## config.mk

```make
export PLATFORM = sky130hd
export DESIGN_NAME = microwave_sequencer
export DESIGN_NICKNAME = d
export VERILOG_FILES = /design/src/rtl/microwave_pkg.sv /design/src/rtl/bcd_mmss_counter.sv /design/src/rtl/microwave_sequencer.sv
export SDC_FILE = /design/constraint.sdc
export NUM_CORES = 1
export LEC_CHECK = 0
export CORE_MARGIN = 1
export CORE_UTILIZATION = 25
export DETAILED_ROUTE_END_ITERATION = 16
export DONT_BUFFER_PORTS = 1
export GPL_TIMING_DRIVEN = 0
export PLACE_DENSITY_LB_ADDON = 0.08
export SYNTH_ARGS = -nofsm -noshare
export SYNTH_HDL_FRONTEND = slang
export SYNTH_SLANG_ARGS = --single-unit
```

## constraint.sdc

```tcl
create_clock -name clk -period 4.85 [get_ports clk]
set_input_delay 0.97 -clock clk [delete_from_list [all_inputs] [get_ports clk]]
set_output_delay 0.97 -clock clk [all_outputs]
set_load 0.02 [all_outputs]
```

## src/rtl/microwave_pkg.sv

```systemverilog
// Shared encodings for the microwave cook-cycle sequencer: FSM states,
// BCD digit limits and the MM:SS time record.
package microwave_pkg;

    typedef enum logic [2:0] {
        ST_IDLE  = 3'd0,
        ST_SET   = 3'd1,
        ST_COOK  = 3'd2,
        ST_PAUSE = 3'd3,
        ST_DONE  = 3'd4
    } state_t;

    localparam logic [3:0] BCD_NINE = 4'd9;
    localparam logic [3:0] BCD_FIVE = 4'd5;
    localparam logic [3:0] BCD_ZERO = 4'd0;

    typedef struct packed {
        logic [3:0] min_tens;
        logic [3:0] min_ones;
        logic [3:0] sec_tens;
        logic [3:0] sec_ones;
    } mmss_t;

    localparam mmss_t MMSS_ONE_SEC = 16'h0001;

endpackage

```

## src/rtl/bcd_mmss_counter.sv

```systemverilog
// Four-digit MM:SS BCD register with keypad shift-in, one-second
// decrement (borrowing through 59-second minutes) and clear.
module bcd_mmss_counter
    import microwave_pkg::*;
(
    input  logic       clk,
    input  logic       rst,
    input  logic       clr,
    input  logic       shift,
    input  logic       dec,
    input  logic [3:0] digit,
    output mmss_t      t,
    output logic       is_zero
);

    mmss_t dec_t;

    assign is_zero = (t == '0);

    always_comb begin
        dec_t = t;
        if (t.sec_ones != BCD_ZERO) begin
            dec_t.sec_ones = t.sec_ones - 4'd1;
        end else begin
            dec_t.sec_ones = BCD_NINE;
            if (t.sec_tens != BCD_ZERO) begin
                dec_t.sec_tens = t.sec_tens - 4'd1;
            end else begin
                dec_t.sec_tens = BCD_FIVE;
                if (t.min_ones != BCD_ZERO) begin
                    dec_t.min_ones = t.min_ones - 4'd1;
                end else begin
                    dec_t.min_ones = BCD_NINE;
                    dec_t.min_tens = t.min_tens - 4'd1;
                end
            end
        end
    end

    // Decrement is blocked at 00:00 so min_tens can never wrap.
    always_ff @(posedge clk or posedge rst) begin
        if (rst) begin
            t <= '0;
        end else if (clr) begin
            t <= '0;
        end else if (dec && !is_zero) begin
            t <= dec_t;
        end else if (shift) begin
            t.min_tens <= t.min_ones;
            t.min_ones <= t.sec_tens;
            t.sec_tens <= t.sec_ones;
            t.sec_ones <= digit;
        end
    end

endmodule

```

## src/rtl/microwave_sequencer.sv

```systemverilog
// Cook-cycle sequencer: keypad entry, 1 Hz countdown, door/stop pause,
// and a timed end-of-cycle beep. All outputs are registered.
module microwave_sequencer
    import microwave_pkg::*;
#(
    parameter int TICKS_PER_SEC = 50_000_000,
    parameter int BEEP_SECS     = 3
) (
    input  logic       clk,
    input  logic       rst,
    input  logic       startn,
    input  logic       stopn,
    input  logic       clear,
    input  logic       door_closed,
    input  logic       key_valid,
    input  logic [3:0] key_digit,
    output logic       mag_on,
    output logic       timer_done,
    output logic       beep,
    output logic [3:0] min_tens,
    output logic [3:0] min_ones,
    output logic [3:0] sec_tens,
    output logic [3:0] sec_ones,
    output logic [2:0] state
);

    localparam int PW = (TICKS_PER_SEC > 1) ? $clog2(TICKS_PER_SEC) : 1;
    localparam int BW = (BEEP_SECS > 1) ? $clog2(BEEP_SECS) : 1;

    state_t          st, nxt;
    logic            startn_q, stopn_q;
    logic            start_edge, stop_edge;
    logic [PW-1:0]   presc;
    logic [BW-1:0]   beep_cnt;
    logic            timed, tick;
    logic            t_clr, t_dec, t_shift;
    logic            key_ok, will_zero, is_zero;
    mmss_t           t;

    assign start_edge = startn_q & ~startn;
    assign stop_edge  = stopn_q & ~stopn;
    assign timed      = (st == ST_COOK) || (st == ST_DONE);
    assign tick       = timed && (presc == PW'(TICKS_PER_SEC - 1));
    // A digit > 5 in sec_ones would become an illegal tens-of-seconds value.
    assign key_ok     = key_valid && (key_digit <= BCD_NINE) && (t.sec_ones <= BCD_FIVE);
    assign will_zero  = (t == MMSS_ONE_SEC);

    bcd_mmss_counter u_time (
        .clk     (clk),
        .rst     (rst),
        .clr     (t_clr),
        .shift   (t_shift),
        .dec     (t_dec),
        .digit   (key_digit),
        .t       (t),
        .is_zero (is_zero)
    );

    always_comb begin
        nxt     = st;
        t_clr   = 1'b0;
        t_dec   = 1'b0;
        t_shift = 1'b0;
        if (clear) begin
            nxt   = ST_IDLE;
            t_clr = 1'b1;
        end else begin
            case (st)
                ST_IDLE, ST_SET: begin
                    if (start_edge && door_closed && stopn && !is_zero) begin
                        nxt = ST_COOK;
                    end else if (key_ok) begin
                        nxt     = ST_SET;
                        t_shift = 1'b1;
                    end
                end
                ST_COOK: begin
                    if (!door_closed || stop_edge) begin
                        nxt = ST_PAUSE;
                    end else if (tick) begin
                        t_dec = 1'b1;
                        if (will_zero) nxt = ST_DONE;
                    end
                end
                ST_PAUSE: begin
                    if (stop_edge) begin
                        nxt   = ST_IDLE;
                        t_clr = 1'b1;
                    end else if (start_edge && door_closed && stopn) begin
                        nxt = ST_COOK;
                    end
                end
                ST_DONE: begin
                    if (!door_closed || stop_edge) begin
                        nxt = ST_IDLE;
                    end else if (tick && (beep_cnt == BW'(BEEP_SECS - 1))) begin
                        nxt = ST_IDLE;
                    end
                end
                default: nxt = ST_IDLE;
            endcase
        end
    end

    // Entering COOK or DONE restarts the partial second, so a resume
    // always gets a full second before the next decrement.
    always_ff @(posedge clk or posedge rst) begin
        if (rst) begin
            st         <= ST_IDLE;
            startn_q   <= 1'b1;
            stopn_q    <= 1'b1;
            presc      <= '0;
            beep_cnt   <= '0;
            mag_on     <= 1'b0;
            timer_done <= 1'b0;
            beep       <= 1'b0;
        end else begin
            st       <= nxt;
            startn_q <= startn;
            stopn_q  <= stopn;
            if (((nxt == ST_COOK) || (nxt == ST_DONE)) && (nxt != st))
                presc <= '0;
            else if (timed)
                presc <= tick ? '0 : presc + PW'(1);
            else
                presc <= '0;
            if ((nxt == ST_DONE) && (st != ST_DONE))
                beep_cnt <= '0;
            else if ((st == ST_DONE) && tick)
                beep_cnt <= beep_cnt + BW'(1);
            mag_on     <= (nxt == ST_COOK);
            timer_done <= (nxt == ST_DONE);
            beep       <= (nxt == ST_DONE);
        end
    end

    assign state    = st;
    assign min_tens = t.min_tens;
    assign min_ones = t.min_ones;
    assign sec_tens = t.sec_tens;
    assign sec_ones = t.sec_ones;

endmodule

```

== After elaboration in Yosys (flattened, before gate mapping) ==
Index checks and enable logic that the tools add are counted.

* Eq/ne operators: 14
* Muxes and demuxes: 36
* Order comparisons: 2
* Reductions and logical operators: 27
* Add/subtract/negate cells: 6
* Bitwise operators: 4

{| class="wikitable"
|+ Operators with widths
! operator !! number
|-
| 26-bit 2-to-1 mux || 3
|-
| 16-bit 2-to-1 mux || 3
|-
| 3-bit 2-to-1 mux || 10
|-
| 26-bit by 1-bit adder with 26-bit output, second input constant || 1
|-
| 26-bit == test, second input constant || 1
|-
| 16-bit by 1-bit == test with 1-bit output, second input constant || 1
|-
| 16-bit zero test || 1
|-
| 4-bit 2-to-1 mux || 4
|-
| 4-bit by 1-bit subtractor with 4-bit output, second input constant || 4
|-
| 12-bit 2-to-1 mux || 1
|-
| 3-bit inequality test, second input constant || 4
|-
| 3-bit case mux with 4 select lines || 1
|-
| 4-bit nonzero test || 3
|-
| 1-bit logical AND || 11
|-
| 1-bit 2-to-1 mux || 11
|-
| 3-bit by 2-bit == test with 1-bit output, second input constant || 3
|-
| 8-bit 2-to-1 mux || 1
|-
| 3-bit == test, second input constant || 2
|-
| 4-bit by 3-bit less-or-equal comparator with 1-bit output, second input constant || 1
|-
| 4-bit less-or-equal comparator, second input constant || 1
|-
| 2-bit 2-to-1 mux || 2
|-
| 4-bit AND reduction || 1
|-
| 3-bit by 1-bit == test with 1-bit output, second input constant || 1
|-
| 3-bit zero test || 1
|-
| 12 further kinds || 17
|}

* Register bits: 51
* Word-level logic and storage cells: 100
* Input port bits: 11
* Output and inout bits: 22

== Depth between registers and ports, before layout ==
* Depth after elaboration: 12
* Gate-level depth with buffers: 9

== Cells and area by module ==
From an unflattened synthesis, not the netlist that was laid out.

* Cells, all modules: 342
* Area, all modules: 3118.0 um^2

{| class="wikitable"
|+ Modules (own cells, without submodules)
! module !! times used !! area an instance (um^2) !! cells each !! sequential area each (um^2)
|-
| microwave_sequencer || 1 || 1913.1 || 204 || 878.3
|-
| bcd_mmss_counter || 1 || 1204.9 || 138 || 400.4
|}

== Worst setup path before layout ==
Ideal clock, no wire load.

* Path type: input port to flip-flop
* Start point: input port stopn
* End point: register u_time.t[11] (netlist name)
* Arrival: 2.360 ns
* Slack: 2.395 ns
* Library setup time: 0.096 ns
* Stages: 5
* Cell sequence: and4b_1 a2111oi_4 nor2_4 a21boi_4 o32ai_2

* Cells in the longest elaborated chain, start to end: 9
* Elaborated cells on any way between the ends: 21
* Those cells by class: eq/ne (2); mux (11); bitwise (2); reduce/logical (6)

{| class="wikitable"
|+ RTL lines
! element !! RTL line !! RTL
|-
| start: declaration || microwave_sequencer.sv:12 || <nowiki>input logic stopn,</nowiki>
|-
| 1-bit inverter || microwave_sequencer.sv:41 || <nowiki>assign stop_edge = stopn_q & ~stopn;</nowiki>
|-
| 1-bit bitwise AND || microwave_sequencer.sv:41 ||
|-
| 1-bit logical OR || microwave_sequencer.sv:78 || <nowiki>if (!door_closed || stop_edge) begin</nowiki>
|-
| 1-bit 2-to-1 mux || microwave_sequencer.sv:78 ||
|-
| 1-bit 2-to-1 mux || microwave_sequencer.sv:68 || <nowiki>case (st)</nowiki>
|-
| 1-bit 2-to-1 mux || microwave_sequencer.sv:64 || <nowiki>if (clear) begin</nowiki>
|-
| 1-bit logical AND || bcd_mmss_counter.sv:46 || <nowiki>end else if (dec && !is_zero) begin</nowiki>
|-
| 3-bit inequality test (no source line) (tied with other cells) || n/a ||
|-
| 3-bit AND reduction (no source line) / 16-bit 2-to-1 mux (equally long branches) || n/a ||
|}

Parallel ways exist; a longest one is shown, timed or not.
A chain may end at the register's enable or synchronous reset.

== Worst setup path after layout ==
* Start point: register u_time.t[12] (netlist name)
* End point: register u_time.t[11] (netlist name)

* Cells in the longest elaborated chain, start to end: 8
* Elaborated cells on any way between the ends: 13
* Those cells by class: eq/ne (2); mux (5); reduce/logical (6)

{| class="wikitable"
|+ RTL lines
! element !! RTL line !! RTL
|-
| 16-bit zero test * || bcd_mmss_counter.sv:18 || <nowiki>assign is_zero = (t == '0);</nowiki>
|-
| 1-bit zero test * || bcd_mmss_counter.sv:46, microwave_sequencer.sv:70 ||
|-
| 1-bit logical AND || microwave_sequencer.sv:70 || <nowiki>if (start_edge && door_closed && stopn && !is_zero) begin</nowiki>
|-
| 1-bit 2-to-1 mux || microwave_sequencer.sv:70 ||
|-
| 1-bit 2-to-1 mux || microwave_sequencer.sv:68 ||
|-
| 1-bit 2-to-1 mux || microwave_sequencer.sv:64 ||
|-
| 3-bit nonzero test (no source line) || n/a ||
|-
| 3-bit AND reduction (no source line) || n/a ||
|}

Mark *: on every way between the ends. The rest lies on a longest branch, timed or not.

==> flow_summary.toml <==
[power_and_ir_drop]
switchingPower_uw = 255
pwr-share-clk_pct = 40.5
cellPowerDensity_mw_per_mm2 = 271
p_comb_share_pct = 10.7
power_uw = 913
p_leak_nw = 1.27
peakVddDrop_v = 0.000102
p_sw_share_pct = 27.9
p_int_uw = 658
seq_power_share_pct = 48.9

[timing]
final-setup-viol-count = 0
rsz0062_at_grt = "false"
finClkSkew_ps = 6.72
tns_ps = 0
slew_headroom_pct = 40.0
fmax_ghz = 0.322
holdWs_ps = 488
final-hold-violation-count = 0
fin_crit_ps = 3100
fin_ws_ps = 1750
maxSlewViolCount = 0
post-route-period-util_pct = 63.9
worst_pin_slew_ps = 899

[routing]
first_iter_violations = 99
drt-total-wl_mm = 8.16
vias = 2399
ant_nets = 0
wl_per_cell_um = 17.4
remaining_drc_errors = 1
routed_via_density = 5.10
first_pass_iters = 10

[worst_setup_path]
critical-path-slowest-cell = "a2111oi_4"
worstSetupPathType = "reg -> reg"
cp_slowest_stage_delay_ps = 840
critPathCaptureType = "flip-flop"
cp.required_ps = 5060
path_cells = "inv_1 -> ha_1 -> nor3b_1 -> nand4_4 -> a2111oi_4 -> nor2_4 -> a21boi_4 -> o32ai_2"
crit_fanout = 10
startpoint_type = "flip-flop"
cp.arrival_ps = 3310

[die]
die_h_um = 112
die_x_um = 112
row_count = 39
dieArea_sq_mm = 0.0125
initial_core_util_pct = 26.0
ios = 33
coreArea_sq_mm = 0.0116

[clock_network]
cts_tree = "done"
clkLatencyLatePin_ps = 300
ctsLongestPathBuffers = 2
root_buffer = "clkbuf_16"
cts_resized = 0
cts_sinks = 51
cts_hold_buf = 0
cts_setup_buffers = 0
path_clk_slew_ps = 70
numCtsBuffers = 5
cts.htree.levels = 2

[synth]
async_reset_ff_share_pct = 100
synth_compound_area_share_pct = 15.9
synthCells = 318
synth_cell_types = 59
synth_area_leader_cell = "dfrtp_1"
synthTopCellsByArea = "dfrtp_1, nor2_1, xor2_1"
synth_top_area_share_pct = 40.6
syn_area_per_cell_sq_um = 9.50
yosysWarnings = 0
synth_xor_xnor_area_share_pct = 6.38
synthMuxAreaShare_pct = 2.69
ys_ff_latch = 51
synthAdderAreaFrac_pct = 1.66
synth_nets = 333
synth_seq_area_share_pct = 42.3
synth_edf_count = 0
synthSimpleGateAreaFrac_pct = 28.1
synth_top_family_by_area = "simple AND/OR/NAND/NOR gates"
syn-cell-area_sq_mm = 0.00302
synth_ff_type = "dfrtp_1"

[cells_and_area]
post-route-util_pct = 29.0
area_growth_pct = 11.4
layout_commonest_cell = "dfrtp_1"
n_antenna_cell = 0
final_area_sq_mm = 0.00337
layout_common_cells = "dfrtp_1, nor2_1, nand2_1"
num-nets-final = 341
final_cells = 470
multi_input_area_sq_mm = 0.00165
final_layout_size_suffix_gt1_share_pct = 10.7
ff_latch_area_sq_mm = 0.00128
fillers = 1260

[flow_run]
maxCapViolCount = 0

[status]
violations = "design-rule violations"
status = "finished with violations"

[placed_design]
dp_slack_ps = 1720
portBuffers = 0
placed_area_sq_mm = 0.00322
placed_cells = 462
gp_congestion = 0.729
dp_hpwl_mm = 5.84

[global_route]
grt_start_max_net_pins = 36
grt_usage_pct = 14.1
overflow = 0
grt_pass1_wl_mm = 13.6
grt_pass1_vias = 2504
antenna_found_initial = 0

[worst_hold_path]
min_path_type = "reg -> reg"
## metal layers
layer	routed length [um]	global-route usage (%)	vias to the layer above
li1	-	-	1189
met1	4330	20.2	1168
met2	3400	20.7	34
met3	297	2.83	8
met4	128	5.60	0
met5	0	0	-
## path summary, 6_finish.rpt
check | from | end | slack [ps] | depth (start not counted)
max in group asynchronous | rst | startn_q$_DFF_PP1_ | 3710 | 2
worst max register to register | u_time.t[12]$_DFFE_PP0P_ | u_time.t[11]$_DFFE_PP0P_ | 1750 | 8
worst max-delay path | u_time.t[12]$_DFFE_PP0P_ | u_time.t[11]$_DFFE_PP0P_ | 1750 | 8
worst min register to register | presc[0]$_DFF_PP0_ | presc[0]$_DFF_PP0_ | 490 | 1
worst min-delay path | presc[0]$_DFF_PP0_ | presc[0]$_DFF_PP0_ | 490 | 1
min in group asynchronous | rst | presc[20]$_DFF_PP0_ | 540 | 1
## final cells by class
type	instances	share of cell area [%]
multi-input cells	246	49.1
flip-flops and latches	51	38.0
well taps	143	5.31
clock buffers	6	3.83
plain buffers	11	1.56
inverters	10	1.11
repair buffers	1	0.595
clock inverters	2	0.520
## synthesized netlist by cell type, drive strengths merged, types with 5 or more instances
library cell  number
nor2              45
nand3             12
dfrtp             49
a211oi             8
xnor2              9
o21ai             11
nand4             11
nor4               9
mux2i              7
buf                6
clkbuf             5
and3               5
a31oi              5
inv               10
nand2             27
o211ai             6
nor3              12
xor2              13
a21oi             10
## power groups by stage
| stage | Combinational (mW) | Sequential, mW | Clock [mW] |
|---|---|---|---|
| after CTS | 0.0992 | 0.447 | 0.388 |
| after floorplan | 0.0741 | 0.452 | 0 |
| after global routing | 0.111 | 0.448 | 0.399 |
| final | 0.0973 | 0.446 | 0.369 |
| after global placement | 0.0973 | 0.455 | 0 |
| after detailed placement | 0.0989 | 0.455 | 0 |
## critical path, delay by kind of cell, from the launching register on
family | cells | cell delay (ps)
compound gates | 3 | 1290
simple gates | 3 | 930
flops | 1 | 490
buf+inv | 1 | 150
fa+ha+maj | 1 | 150
## flip-flops by register name, indices dropped and copies added, names as in the netlist
name and count:
mag_on 1, beep 1, stopn_q 1, presc 26, u_time.t 16, startn_q 1, state 3, beep_cnt 2
## logic make-up after synthesis
group | after synthesis
buf+inv | 21
fa+ha+maj | 4
compound gates | 64
simple gates | 148
flops | 51
mux | 8
xor+xnor | 22
Power figures use the tool's default switching activity.
